## config.mk

```make
export PLATFORM = sky130hd
export DESIGN_NAME = data_sram_ctrl_flat
export DESIGN_NICKNAME = d
export VERILOG_FILES = /design/src/rtl/data_sram_ctrl_pkg.sv /design/src/rtl/data_sram_ctrl_if.sv /design/src/rtl/data_sram_load_align.sv /design/src/rtl/data_sram_ctrl.sv /design/src/flat_wrapper.sv
export SDC_FILE = /design/constraint.sdc
export NUM_CORES = 1
export LEC_CHECK = 0
export BUFFER_PORTS_ARGS = -buffer_cell sky130_fd_sc_hd__buf_2
export CAP_MARGIN = 20
export CORE_MARGIN = 2
export CORE_UTILIZATION = 50
export CTS_BUF_LIST = sky130_fd_sc_hd__clkbuf_4 sky130_fd_sc_hd__clkbuf_8 sky130_fd_sc_hd__clkbuf_16
export CTS_CLUSTER_DIAMETER = 50
export DETAILED_ROUTE_END_ITERATION = 7
export PLACE_DENSITY_LB_ADDON = 0.1
export SLEW_MARGIN = 20
export SYNTH_ARGS = -nofsm -noshare
export SYNTH_HDL_FRONTEND = slang
export SYNTH_SLANG_ARGS = --single-unit
```

## constraint.sdc

```tcl
create_clock -name clk -period 2.35 [get_ports clk]
set_input_delay 0.235 -clock clk [delete_from_list [all_inputs] [get_ports clk]]
set_output_delay 0.235 -clock clk [all_outputs]
set_load 0.02 [all_outputs]
```

## src/rtl/data_sram_ctrl_pkg.sv

```systemverilog
// data_sram_ctrl_pkg
// Shared definitions for the data-SRAM controller slice: access size
// encodings, controller state encoding, byte-strobe patterns, load lane
// widths and the alignment check used by the controller.
// No ports (package).

package data_sram_ctrl_pkg;

   typedef enum logic [1:0] {
      SZ_B = 2'b00,
      SZ_H = 2'b01,
      SZ_W = 2'b10,
      SZ_X = 2'b11
   } size_e;

   typedef enum logic [1:0] {
      IDLE = 2'b00,
      BUSY = 2'b01,
      DONE = 2'b10
   } state_e;

   // Strobe patterns before shifting into the addressed lane
   localparam logic [3:0] STRB_NONE = 4'b0000;
   localparam logic [3:0] STRB_B    = 4'b0001;
   localparam logic [3:0] STRB_H    = 4'b0011;
   localparam logic [3:0] STRB_W    = 4'b1111;

   localparam int LANE_B = 8;
   localparam int LANE_H = 16;

   // Byte accesses are always aligned; the illegal size counts as an error
   function automatic logic is_misaligned(input logic [1:0] size, input logic [1:0] off);
      logic bad;
      case (size)
         SZ_B:    bad = 1'b0;
         SZ_H:    bad = off[0];
         SZ_W:    bad = (off != 2'b00);
         default: bad = 1'b1;
      endcase
      return bad;
   endfunction

endpackage

```

## src/rtl/data_sram_ctrl_if.sv

```systemverilog
// data_sram_ctrl_if
// Bundles the MEM-stage request/response signals and the req/ack memory
// port of the data-SRAM controller.
//   slave  modport: the controller (takes requests, drives the memory port)
//   master modport: the pipeline/memory side (issues requests, returns acks)
// Signals:
//   flush, req_valid, req_we, req_size[1:0], req_signed, req_addr[31:0],
//   req_wdata[31:0]                       - access request from MEM stage
//   stallreq, excp_ale, resp_valid, resp_err, resp_rdata[31:0]
//                                         - status/completion to pipeline
//   mem_req, mem_wen[3:0], mem_addr[31:0], mem_wdata[31:0]
//                                         - memory request
//   mem_ack, mem_rdata[31:0]              - memory completion

interface data_sram_ctrl_if;

   logic        flush;
   logic        req_valid;
   logic        req_we;
   logic [1:0]  req_size;
   logic        req_signed;
   logic [31:0] req_addr;
   logic [31:0] req_wdata;

   logic        stallreq;
   logic        excp_ale;
   logic        resp_valid;
   logic        resp_err;
   logic [31:0] resp_rdata;

   logic        mem_req;
   logic [3:0]  mem_wen;
   logic [31:0] mem_addr;
   logic [31:0] mem_wdata;
   logic        mem_ack;
   logic [31:0] mem_rdata;

   modport slave (
      input  flush, req_valid, req_we, req_size, req_signed, req_addr, req_wdata,
      input  mem_ack, mem_rdata,
      output stallreq, excp_ale, resp_valid, resp_err, resp_rdata,
      output mem_req, mem_wen, mem_addr, mem_wdata
   );

   modport master (
      output flush, req_valid, req_we, req_size, req_signed, req_addr, req_wdata,
      output mem_ack, mem_rdata,
      input  stallreq, excp_ale, resp_valid, resp_err, resp_rdata,
      input  mem_req, mem_wen, mem_addr, mem_wdata
   );

endinterface

```

## src/rtl/data_sram_load_align.sv

```systemverilog
// data_sram_load_align
// Purely combinational load formatter: picks the byte or halfword lane
// addressed by the low address bits out of a 32-bit memory word and zero-
// or sign-extends it to 32 bits. Word loads pass straight through.
// Ports:
//   rdata[31:0]   in   raw memory word
//   addr[1:0]     in   byte offset of the access
//   size          in   access size (size_e)
//   sign_ext      in   1 = sign-extend, 0 = zero-extend
//   rdata32[31:0] out  formatted load result

module data_sram_load_align
   import data_sram_ctrl_pkg::*;
(
   input  logic [31:0] rdata,
   input  logic [1:0]  addr,
   input  size_e       size,
   input  logic        sign_ext,
   output logic [31:0] rdata32
);

   logic [LANE_B-1:0] byte_lane;
   logic [LANE_H-1:0] half_lane;

   // Lane selection; halfwords are aligned so only addr[1] matters for them
   always_comb begin
      byte_lane = rdata[7:0];
      case (addr)
         2'd1:    byte_lane = rdata[15:8];
         2'd2:    byte_lane = rdata[23:16];
         2'd3:    byte_lane = rdata[31:24];
         default: byte_lane = rdata[7:0];
      endcase
      half_lane = addr[1] ? rdata[31:16] : rdata[15:0];
   end

   // Extension to 32 bits according to size and signedness
   always_comb begin
      rdata32 = rdata;
      case (size)
         SZ_B:    rdata32 = {{(32-LANE_B){sign_ext & byte_lane[LANE_B-1]}}, byte_lane};
         SZ_H:    rdata32 = {{(32-LANE_H){sign_ext & half_lane[LANE_H-1]}}, half_lane};
         default: rdata32 = rdata;
      endcase
   end

endmodule

```

## src/rtl/data_sram_ctrl.sv

```systemverilog
// data_sram_ctrl
// Sequences MEM-stage data accesses over a variable-latency req/ack SRAM
// port. Builds byte strobes and replicated store data, formats load data,
// stalls the pipeline while an access is in flight and flags misaligned
// accesses combinationally.
// Optional build macro: DATA_SRAM_TIMEOUT_EN adds a BUSY wait counter that
// forces completion with resp_err after MAX_WAIT cycles without mem_ack.
// Without it resp_err is tied to 0 and BUSY waits indefinitely.
// Parameters:
//   MAX_WAIT  BUSY cycles without ack before timeout (timeout build only)
//   CNT_W     width of the wait counter, 2**CNT_W > MAX_WAIT
// Ports:
//   clk   in   clock
//   rst   in   synchronous active-high reset
//   bus   data_sram_ctrl_if.slave (request, response and memory signals)

module data_sram_ctrl
   import data_sram_ctrl_pkg::*;
#(
   parameter int MAX_WAIT = 255,
   parameter int CNT_W    = 8
)(
   input logic            clk,
   input logic            rst,
   data_sram_ctrl_if.slave bus
);

   state_e      state;
   logic        drop;
   logic        we_q;
   logic        sign_q;
   logic [1:0]  off_q;
   size_e       size_q;
   logic [31:0] rdata_q;
   logic        mem_req_q;
   logic [3:0]  mem_wen_q;
   logic [31:0] mem_addr_q;
   logic [31:0] mem_wdata_q;
   logic        resp_valid_q;
   logic        capture;
   logic [3:0]  wen_next;
   logic [31:0] wdata_next;
   logic [31:0] aligned;

`ifdef DATA_SRAM_TIMEOUT_EN
   logic [CNT_W-1:0] cnt;
   logic             err_q;
`else
   wire unused_cfg = ^{MAX_WAIT, CNT_W};
`endif

   // A request is only taken from IDLE, when aligned and not being flushed
   assign bus.excp_ale = bus.req_valid & (state == IDLE) & is_misaligned(bus.req_size, bus.req_addr[1:0]);
   assign capture      = (state == IDLE) & bus.req_valid & ~bus.excp_ale & ~bus.flush;
   assign bus.stallreq = capture | (state == BUSY);

   // Store strobes and lane-replicated write data for the incoming request
   always_comb begin
      wen_next   = STRB_NONE;
      wdata_next = '0;
      if (bus.req_we) begin
         case (bus.req_size)
            SZ_B: begin
               wen_next   = STRB_B << bus.req_addr[1:0];
               wdata_next = {4{bus.req_wdata[7:0]}};
            end
            SZ_H: begin
               wen_next   = STRB_H << bus.req_addr[1:0];
               wdata_next = {2{bus.req_wdata[15:0]}};
            end
            default: begin
               wen_next   = STRB_W;
               wdata_next = bus.req_wdata;
            end
         endcase
      end
   end

   // Controller FSM; all memory-side outputs and the completion pulse are
   // registered so they stay stable for the whole BUSY phase
   always_ff @(posedge clk) begin
      if (rst) begin
         state        <= IDLE;
         drop         <= 1'b0;
         we_q         <= 1'b0;
         sign_q       <= 1'b0;
         off_q        <= 2'b00;
         size_q       <= SZ_B;
         rdata_q      <= '0;
         mem_req_q    <= 1'b0;
         mem_wen_q    <= STRB_NONE;
         mem_addr_q   <= '0;
         mem_wdata_q  <= '0;
         resp_valid_q <= 1'b0;
`ifdef DATA_SRAM_TIMEOUT_EN
         cnt          <= '0;
         err_q        <= 1'b0;
`endif
      end else begin
         case (state)
            IDLE: begin
               drop <= 1'b0;
               if (capture) begin
                  state       <= BUSY;
                  we_q        <= bus.req_we;
                  sign_q      <= bus.req_signed;
                  off_q       <= bus.req_addr[1:0];
                  size_q      <= size_e'(bus.req_size);
                  mem_req_q   <= 1'b1;
                  mem_wen_q   <= wen_next;
                  mem_addr_q  <= {bus.req_addr[31:2], 2'b00};
                  mem_wdata_q <= wdata_next;
`ifdef DATA_SRAM_TIMEOUT_EN
                  cnt         <= '0;
`endif
               end
            end
            BUSY: begin
               // A flush here cannot cancel the bus access, only its response
               if (bus.flush) drop <= 1'b1;
               if (bus.mem_ack) begin
                  state        <= DONE;
                  mem_req_q    <= 1'b0;
                  mem_wen_q    <= STRB_NONE;
                  rdata_q      <= bus.mem_rdata;
                  resp_valid_q <= ~(drop | bus.flush);
               end
`ifdef DATA_SRAM_TIMEOUT_EN
               else if (cnt == CNT_W'(MAX_WAIT - 1)) begin
                  state        <= DONE;
                  mem_req_q    <= 1'b0;
                  mem_wen_q    <= STRB_NONE;
                  rdata_q      <= '0;
                  resp_valid_q <= ~(drop | bus.flush);
                  err_q        <= 1'b1;
               end else begin
                  cnt <= cnt + 1'b1;
               end
`endif
            end
            DONE: begin
               state        <= IDLE;
               drop         <= 1'b0;
               resp_valid_q <= 1'b0;
`ifdef DATA_SRAM_TIMEOUT_EN
               err_q        <= 1'b0;
`endif
            end
            default: state <= IDLE;
         endcase
      end
   end

   data_sram_load_align u_align (
      .rdata    (rdata_q),
      .addr     (off_q),
      .size     (size_q),
      .sign_ext (sign_q),
      .rdata32  (aligned)
   );

   assign bus.mem_req    = mem_req_q;
   assign bus.mem_wen    = mem_wen_q;
   assign bus.mem_addr   = mem_addr_q;
   assign bus.mem_wdata  = mem_wdata_q;
   assign bus.resp_valid = resp_valid_q;
   // Stores return zero; a timed-out access has rdata_q cleared
   assign bus.resp_rdata = ((state == DONE) && !we_q) ? aligned : '0;

`ifdef DATA_SRAM_TIMEOUT_EN
   assign bus.resp_err = err_q;
`else
   assign bus.resp_err = 1'b0;
`endif

endmodule

```

## src/flat_wrapper.sv

```systemverilog
// flat-port wrapper written by rule: the top's interface ports become plain ports
module data_sram_ctrl_flat import data_sram_ctrl_pkg::*;
#(
   parameter int MAX_WAIT = 255,
   parameter int CNT_W    = 8
)
  (clk, rst, bus_flush, bus_req_valid, bus_req_we, bus_req_size, bus_req_signed, bus_req_addr, bus_req_wdata, bus_mem_ack, bus_mem_rdata, bus_stallreq, bus_excp_ale, bus_resp_valid, bus_resp_err, bus_resp_rdata, bus_mem_req, bus_mem_wen, bus_mem_addr, bus_mem_wdata);
  data_sram_ctrl_if bus_i ();
  input logic clk;
  input logic rst;
  input wire logic [$bits(bus_i.flush)-1:0] bus_flush;
  input wire logic [$bits(bus_i.req_valid)-1:0] bus_req_valid;
  input wire logic [$bits(bus_i.req_we)-1:0] bus_req_we;
  input wire logic [$bits(bus_i.req_size)-1:0] bus_req_size;
  input wire logic [$bits(bus_i.req_signed)-1:0] bus_req_signed;
  input wire logic [$bits(bus_i.req_addr)-1:0] bus_req_addr;
  input wire logic [$bits(bus_i.req_wdata)-1:0] bus_req_wdata;
  input wire logic [$bits(bus_i.mem_ack)-1:0] bus_mem_ack;
  input wire logic [$bits(bus_i.mem_rdata)-1:0] bus_mem_rdata;
  output wire logic [$bits(bus_i.stallreq)-1:0] bus_stallreq;
  output wire logic [$bits(bus_i.excp_ale)-1:0] bus_excp_ale;
  output wire logic [$bits(bus_i.resp_valid)-1:0] bus_resp_valid;
  output wire logic [$bits(bus_i.resp_err)-1:0] bus_resp_err;
  output wire logic [$bits(bus_i.resp_rdata)-1:0] bus_resp_rdata;
  output wire logic [$bits(bus_i.mem_req)-1:0] bus_mem_req;
  output wire logic [$bits(bus_i.mem_wen)-1:0] bus_mem_wen;
  output wire logic [$bits(bus_i.mem_addr)-1:0] bus_mem_addr;
  output wire logic [$bits(bus_i.mem_wdata)-1:0] bus_mem_wdata;
  assign bus_i.flush = bus_flush;
  assign bus_i.req_valid = bus_req_valid;
  assign bus_i.req_we = bus_req_we;
  assign bus_i.req_size = bus_req_size;
  assign bus_i.req_signed = bus_req_signed;
  assign bus_i.req_addr = bus_req_addr;
  assign bus_i.req_wdata = bus_req_wdata;
  assign bus_i.mem_ack = bus_mem_ack;
  assign bus_i.mem_rdata = bus_mem_rdata;
  assign bus_stallreq = bus_i.stallreq;
  assign bus_excp_ale = bus_i.excp_ale;
  assign bus_resp_valid = bus_i.resp_valid;
  assign bus_resp_err = bus_i.resp_err;
  assign bus_resp_rdata = bus_i.resp_rdata;
  assign bus_mem_req = bus_i.mem_req;
  assign bus_mem_wen = bus_i.mem_wen;
  assign bus_mem_addr = bus_i.mem_addr;
  assign bus_mem_wdata = bus_i.mem_wdata;
  data_sram_ctrl #(.MAX_WAIT(MAX_WAIT), .CNT_W(CNT_W)) u_core (.clk(clk), .rst(rst), .bus(bus_i));
endmodule
```

==> results of run 1 <==
[through the flow]
stage	total power, W	hold WS (ns)	instance area (sq um)	utilization	worst slack, ns
floorplan	0.002268	0.3710	5685	-	0.1004
global placement	0.002448	0.4461	6810	0.6228	0.3199
detailed placement	0.002462	0.4591	6810	0.6228	0.2660
CTS	0.004115	0.1170	7146	0.6534	0.05015
global route	0.004241	0.1215	7156	0.6543	0.01207
finish	0.004080	0.1223	7156	0.6543	0.08767
[cell families (layout without fill, tap and decap cells)]
group | Yosys count | after routing | share of synthesized area
AOI/OAI and AO/OA | 139 | 139 | 0.1757
buffers and inverters | 110 | 291 | 0.07935
DFF | 109 | 109 | 0.3844
muxes | 83 | 83 | 0.1662
other | 1 | 3 | 0.0006606
and+or+nand+nor | 202 | 202 | 0.1937
[state kept, by name, summed over array words and instances (netlist names), 2 cells and up]
register	cells
u_core.bus.mem_addr	30
u_core.bus.mem_wdata	32
u_core.bus.mem_wen	4
u_core.off_q	2
u_core.rdata_q	32
u_core.size_q	2
u_core.state	2
[layer usage]
layer  vias to the layer above  track usage
met5                         -            0
met4                         0       0.1142
met3                        31      0.06037
met2                       203       0.4225
met1                      2444       0.3040
li1                       2570            -
[worst max-delay path, stage by stage (launching register included)]
cell and delay, ns:
dfxtp_2 0.38, mux4_2 0.52, and3b_1 0.29, o31a_1 0.33, buf_2 0.16
[cell usage in the layout, fill, tap and decap left out, types with 2 or more instances in the layout]
cell type / instances
nand3_1: 2
and3b_1: 2
nor3b_1: 4
buf_2: 205
nor2b_1: 8
a21oi_1: 48
nor2_1: 7
clkinv_2: 2
mux2_2: 10
clkbuf_16: 9
nand2b_1: 80
o31a_1: 7
and3_1: 7
dfxtp_1: 107
bufinv_16: 2
clkbuf_8: 2
mux2i_1: 64
a21o_1: 2
o2bb2ai_2: 10
conb_1: 3
buf_4: 18
nand2_1: 67
dfxtp_2: 2
o32ai_1: 28
inv_1: 48
nand3b_1: 5
or2_2: 2
o2bb2ai_1: 6
nor3_1: 9
o22ai_1: 11
nand4b_1: 2
buf_12: 2
mux4_2: 8
o21ai_0: 16
o21a_1: 5
[power by group]
part | internal, W | switching (W)
clock network | 0.00100 | 0.000658
registers | 0.00189 | 0.0000363
logic | 0.000227 | 0.000264
[area by class of cell]
type / count / area (sq um) / area share
clock buffer: 12 / 260.3 / 0.03637
clock inverter: 4 / 70.07 / 0.009792
inverter: 49 / 183.9 / 0.02570
multi-input combinational: 427 / 3069 / 0.4289
sequential: 109 / 2185 / 0.3053
tap: 140 / 175.2 / 0.02448
timing repair buffer: 226 / 1212 / 0.1694
[repair_timing]
item                       CTS  global route
gates resized for setup      4             3
setup endpoints to repair   17            14
hold buffers                 0             0
[worst max path at each step]
| stage | startpoint | slack (ns) | endpoint |
|---|---|---|---|
| CTS | u_core.we_q | 0.05 | bus_resp_rdata[31] |
| detailed placement | u_core.we_q | 0.27 | bus_resp_rdata[22] |
| finish | u_core.off_q[1] | 0.09 | bus_resp_rdata[13] |
| global route | u_core.off_q[1] | 0.01 | bus_resp_rdata[13] |
| global placement | u_core.we_q | 0.32 | bus_resp_rdata[18] |
| floorplan | u_core.off_q[1] | 0.10 | bus_resp_rdata[7] |
==> flow_metrics.tcl, run 1 <==
set metrics [dict create \
    grt_pass1_vias 5217 \
    synth_top_area_frac 0.3844 \
    fmax_ghz 0.4420 \
    finalCritPeriodShare 0.9627 \
    max_cap_viol_count 0 \
    holdPathStages 3 \
    dp_hpwl_mm 11.12 \
    chipWidth_um 110.6 \
    cts_max_path_buffers 2 \
    tns_ns 0 \
    async_flop_share 0 \
    finClkSkew_ns 0.004074 \
    cts_buffers 9 \
    boundaryPins 210 \
    die_y_um 110.6 \
    cp.arrival_ns 2.03 \
    clk_latency_ns 0.34 \
    synth_most_common_cell "dfxtp_1" \
    cts_setup_buffers 0 \
    startpoint_type "flip-flop" \
    wl_met3_mm 1.052 \
    overflow 0 \
    wl_met1_mm 6.393 \
    drive_gt1_frac 0.3374 \
    setup_viol 0 \
    port_buffers 206 \
    grt_use_total 0.2511 \
    grt_pass1_wl_mm 25.52 \
    cts_tree "done" \
    ys_ff_latch 109 \
    path_clk_slew_ns 0.07 \
    drt_wl_total_mm 15.40 \
    rr_endpoint "u_core.bus.mem_addr[28]" \
    r2r_cells 5 \
    ant_nets 0 \
    dr.first_iter.drc_count 337 \
    n_antenna_cell 0 \
    clock-root-buffer "clkbuf_16" \
    ys_top_cells_by_count "dfxtp_1 (109), nand2b_1 (80), nand2_1 (67), mux2i_1 (65)" \
    pwr_density_cell_nw_per_um2 570.2 \
    synthCells 644 \
    max_slew_margin 0.6199 \
    period_minus_slack_ns 2.262 \
    core_sq_um 10940 \
    dieArea_sq_um 12220 \
    r2r-start "u_core.state[1]" \
    dp.cells 951 \
    synth.avg_cell_area_sq_um 8.815 \
    yosys_warnings 0 \
    drc 0 \
    wl_per_cell_um 15.93 \
    maxUsedRoutingLayer "met4" \
    vias_per_cell 5.427 \
    met2WireLength_mm 7.502 \
    tightest_slew_ns 0.5658 \
    rsz0062_at_grt "false" \
    grt_start_max_net_pins 144 \
    num_rows 38 \
    antenna_found_initial 0 \
    vdd_drop_max_mv 0.4189 \
    synth_area_leaders "dfxtp_1 (38%), mux2i_1 (11%), nand2b_1 (8.8%)" \
    fillers 956 \
    endpoint_kind "output pin" \
    slew_viol_final 0 \
    hold_end "u_core.rdata_q[14]" \
    status "completed" \
    synthFlopType "dfxtp_1" \
    worstPathRequired_ns 2.12 \
    synth_top_area_cell "dfxtp_1" \
    synth_edf_count 0 \
    cts.sinks 109 \
    dr.pass1.iters 5 \
    stdcell_count 967 \
    htreeDepth 3 \
    gp_congestion 0.8715 \
    syn_area_sq_um 5677 \
    synth-seq-area-share 0.3844 \
    hp-class "in2reg" \
    hp-start "bus_mem_rdata[14]" \
    initial_core_util 0.5191 \
    critPathKind "reg2out" \
    p_leak_nw 3.049 \
    vias 5248 \
    syn_to_final_growth_pct 26.05 \
    rrSetupSlack_ns 0.47 \
    cp_max_fo 8 \
    finalNetCount 927 \
    hold_viol_final 0 \
    synth_cell_types 43 \
]
No activity file was read; power rests on OpenSTA's default activity.
==> run 2, diff against run 1 <==
- CORE_UTILIZATION: 50 -> 46
==> flow_metrics.tcl, run 2 (synthesis gave the netlist of run 1 again) <==
set metrics [dict create \
    chipWidth_um 115.1 \
    dp_hpwl_mm 11.22 \
    hp-start "bus_mem_rdata[22]" \
    path_clk_slew_ns 0.07 \
    initial_core_util 0.4726 \
    drc 0 \
    cts.sinks 109 \
    rsz0062_at_grt "false" \
    port_buffers 206 \
    tightest_slew_ns 0.5648 \
    boundaryPins 210 \
    cts_max_path_buffers 2 \
    dr.pass1.iters 4 \
    num_rows 40 \
    pwr-share-clk 0.391 \
    r2r_cells 5 \
    path_buf_inv 1 \
    syn_to_final_growth_pct 26.76 \
    grt_start_max_net_pins 144 \
    final_common_cell "buf_2" \
    vdd_drop_max_mv 0.4446 \
    grt_use_total 0.2328 \
    stdcell_count 977 \
    rr_endpoint "u_core.bus.mem_addr[23]" \
    drive_gt1_frac 0.3390 \
    tns_ns 0 \
    die_y_um 115.1 \
    p_leak_nw 3.057 \
    clock-root-buffer "clkbuf_16" \
    pwr_density_cell_nw_per_um2 552.9 \
    switchingPower_w 0.0009856 \
    finalCritPeriodShare 0.9778 \
    hp-class "in2reg" \
    p_int_w 0.002993 \
    cts_tree "done" \
    crit_chain "mux4_2 > and3b_2 > o31a_1 > buf_2" \
    layout_common_cells "buf_2 (203), dfxtp_1 (107), nand2b_1 (80), nand2_1 (67), mux2i_1 (65)" \
    max_cap_viol_count 0 \
    dr.first_iter.drc_count 327 \
    wl_per_cell_um 16.06 \
    hold_end "u_core.rdata_q[22]" \
    finalNetCount 929 \
    drt_wl_total_mm 15.69 \
    r2r-start "u_core.state[0]" \
    antenna_found_initial 2 \
    overflow 0 \
    setup_viol 0 \
    cp.arrival_ns 2.06 \
    htreeDepth 3 \
    final_util 0.5991 \
    power_frac_seq 0.485 \
    period_minus_slack_ns 2.298 \
    gp_congestion 0.9399 \
    startpoint_type "flip-flop" \
    dp.cells 959 \
    vias 5186 \
    endpoint_kind "output pin" \
    hold_viol_final 0 \
    cts_buffers 9 \
    critPathKind "reg2out" \
    pwr-share-comb 0.124 \
    clk_latency_ns 0.35 \
    fmax_ghz 0.4352 \
    grt_pass1_wl_mm 24.17 \
    critPathMaxStageDelay_ns 0.53 \
    critPathTopFamily "multiplexers" \
    core_sq_um 12010 \
    max_slew_margin 0.6205 \
    ant_nets 0 \
    hold_ws_ns 0.1186 \
    slew_viol_final 0 \
    slowest_stage "mux4_2" \
    finClkSkew_ns 0.007064 \
    grt_pass1_vias 4872 \
    cp_max_fo 8 \
    rrSetupSlack_ns 0.64 \
    worstPathRequired_ns 2.12 \
    vias_per_cell 5.308 \
    holdPathStages 3 \
    swShare 0.2477 \
    status "completed" \
    dieArea_sq_um 13250 \
]
==> run 2: cell types whose count changed in the layout (fill, tap and decap cells not counted), sizes merged <==
cell	before	now
buf	226	228
bufinv	2	1
clkbuf	12	11
clkinv	3	4
clkinvlp	0	1
diode	0	1
==> run 2: how the worst max path moves through the flow <==
| stage | from | end | slack, ns | cells after the start |
|---|---|---|---|---|
| 5_1_grt | u_core.state[1] | bus_resp_rdata[20] | 0.005 | 5 |
| 4_1_cts | u_core.state[1] | bus_resp_rdata[18] | 0.009 | 5 |
| 3_3_place_gp | u_core.state[1] | bus_resp_rdata[16] | 0.25 | 5 |
| 3_5_place_dp | u_core.state[1] | bus_resp_rdata[18] | 0.22 | 5 |
| 2_1_floorplan | u_core.off_q[1] | bus_resp_rdata[7] | 0.10 | 6 |
| 6_report | u_core.off_q[1] | bus_resp_rdata[13] | 0.05 | 4 |
==> run 2: final cells by class <==
type	count	area, sq um
inverters	49	183.9
repair buffers	228	1265
clock inverters	5	60.06
flip-flops and latches	109	2187
multi-input cells	427	3067
diodes	1	2.502
clock buffers	11	246.5
well taps	147	183.9
fillers	1102	4816
==> run 2: through the flow <==
step / setup WS, ns / area (sq um) / total power (W)
2_1_floorplan: 0.1004 / 5685 / 0.002268
4_1_cts: 0.009181 / 7161 / 0.004034
6_report: 0.05220 / 7196 / 0.003978
5_1_grt: 0.004929 / 7196 / 0.004159
3_3_place_gp: 0.2489 / 6839 / 0.002455
3_5_place_dp: 0.2238 / 6839 / 0.002467
==> run 2: power by group through the flow <==
stage               clock network, W  registers [W]  logic, W
detailed placement                 0        0.00197  0.000496
finish                       0.00155        0.00193  0.000495
global placement                   0        0.00197  0.000485
CTS                          0.00161        0.00193  0.000497
global route                 0.00168        0.00193  0.000542
floorplan                          0        0.00200  0.000265
==> run 2: routing by layer <==
layer	track usage	part of all wire
met1	0.2804	0.41
met2	0.3902	0.50
met3	0.05851	0.063
met4	0.1100	0.024
met5	0	0
==> run 2: worst min-delay path: stages <==
cell and delay (ns):
buf_2 0.10, nand2_1 0.04, a21oi_1 0.05
==> run 2: what timing repair did <==
action | 4_1_cts | 5_1_grt
hold buffers | 0 | 0
pin swaps | 0 | 0
gates resized for setup | 3 | 12
setup buffers | 1 | 0
endpoints found under the setup margin | 17 | 17
==> run 3, diff against run 2 <==
==> constraint.sdc (replaced) <==
create_clock -name clk -period 2.35 [get_ports clk]
set_input_delay 0.47 -clock clk [delete_from_list [all_inputs] [get_ports clk]]
set_output_delay 0.47 -clock clk [all_outputs]
set_load 0.02 [all_outputs]
==> flow_metrics.tcl, run 3 (synthesis gave the netlist of run 1 again) <==
set metrics [dict create \
    die_y_um 115.1 \
    crit_top_cell "or3b_4" \
    drc 0 \
    vias 5272 \
    period_minus_slack_ns 2.458 \
    initial_core_util 0.4726 \
    chipWidth_um 115.1 \
    final_common_cell "buf_2" \
    endpoint_kind "output pin" \
    htreeDepth 3 \
    slew_viol_final 0 \
    grt_pass1_vias 4990 \
    fmax_ghz 0.4068 \
    overflow 0 \
    finalCritPeriodShare 1.046 \
    ant_nets 0 \
    status "complete, but fails checks" \
    cts_max_path_buffers 2 \
    crit_chain "or3b_4 > or3b_4 > clkbuf_16 > o2bb2ai_2 > buf_4" \
    setup_viol 23 \
    hold_viol_final 0 \
    cts_hold_buf 0 \
    critPathKind "reg2out" \
    tns_ns -1.514 \
    finalNetCount 935 \
    cts.sinks 109 \
    vias_per_cell 5.369 \
    path_clk_slew_ns 0.07 \
    startpoint_type "flip-flop" \
    cp.arrival_ns 1.99 \
    finClkSkew_ns 0.002683 \
    grt_start_max_net_pins 144 \
    clk_latency_ns 0.35 \
    critPathTopFamily "simple AND/OR/NAND/NOR gates" \
    port_buffers 206 \
    cts_buffers 9 \
    fin_area_sq_um 7579 \
    vdd_drop_max_mv 0.3257 \
    rsz0062_at_grt "true" \
    pwr_density_cell_nw_per_um2 508.2 \
    clock-root-buffer "clkbuf_16" \
    antenna_found_initial 2 \
    r2r-start "u_core.state[1]" \
    syn_to_final_growth_pct 33.50 \
    p_leak_nw 3.134 \
    grt_pass1_wl_mm 24.72 \
    crit_start "u_core.we_q" \
    hp-start "bus_mem_rdata[28]" \
    max_cap_viol_count 0 \
    gp_congestion 0.9256 \
    grt_use_total 0.2355 \
    boundaryPins 210 \
    num_rows 40 \
    drive_gt1_frac 0.3553 \
    violations "setup timing" \
    slowest_stage "or3b_4" \
    wl_per_cell_um 16.78 \
    dr.pass1.iters 4 \
    layout_setup_ws_ns -0.1085 \
    worstPathRequired_ns 1.88 \
    cts_tree "done" \
    hp-class "in2reg" \
    layout_common_cells "buf_2 (180), dfxtp_1 (105), nand2b_1 (80), nand2_1 (67), mux2i_1 (64)" \
    drt_wl_total_mm 16.47 \
    dieArea_sq_um 13250 \
    path_buf_inv 2 \
    dp_hpwl_mm 11.28 \
    fillers 1073 \
    cp_max_fo 8 \
    critPathMaxStageDelay_ns 0.42 \
    core_sq_um 12010 \
    postPlaceCellArea_sq_um 6859 \
    hold_ws_ns 0.3549 \
    dr.first_iter.drc_count 386 \
]
-- run 3: final cells by class --
type | instances | area (sq um) | area share
multi-input cells | 427 | 3242 | 0.4278
flip-flops and latches | 109 | 2190 | 0.2889
repair buffers | 234 | 1504 | 0.1984
clock buffers | 12 | 260.3 | 0.03434
inverters | 49 | 183.9 | 0.02427
well taps | 147 | 183.9 | 0.02427
clock inverters | 2 | 10.01 | 0.001321
diodes | 2 | 5.005 | 0.0006604
-- run 3: worst paths after layout --
kind / to / slack, ns / cells after the start
setup reg to reg: u_core.size_q[0] / 0.58 / 6
setup / recovery: bus_resp_rdata[24] / -0.11 / 5
hold reg to reg: u_core.bus.mem_req / 0.46 / 2
hold / removal: u_core.rdata_q[28] / 0.35 / 3
-- run 3: report_power, final --
group | total, W | switching (W) | internal, W
clock network | 0.00142 | 0.000643 | 0.000774
logic | 0.000504 | 0.000269 | 0.000235
registers | 0.00193 | 0.0000368 | 0.00189
total | 0.00385 | 0.000949 | 0.00290
-- run 3: metal layers --
metal  share of wire  vias up  global-route usage
met4           0.033        0              0.1020
li1                -     2586                   -
met3           0.076       38             0.07064
met1            0.40     2438              0.2818
met5               0        -                   0
met2            0.50      210              0.3929
-- run 3: timing repair --
| item | CTS | global route |
|---|---|---|
| resized for setup | 46 | 36 |
| setup buffers | 0 | 1 |
| setup endpoints to repair | 31 | 32 |
| pin swaps | 8 | 8 |
| cloned | 0 | 4 |
-- run 3: tightest hold or removal path, cell delays in order --
cell	delay, ns
buf_2	0.10
nand2_1	0.04
a21oi_1	0.05
-- run 3: through the flow --
step	util	worst slack [ns]	std cells	power (W)
final	0.6309	-0.1085	982	0.003851
after global routing	0.6307	-0.1745	981	0.004032
after CTS	0.6057	-0.08244	975	0.003887
after detailed placement	0.5710	0.1296	961	0.002466
after global placement	0.5710	0.1956	961	0.002454
after floorplan	-	0.08007	646	0.002269
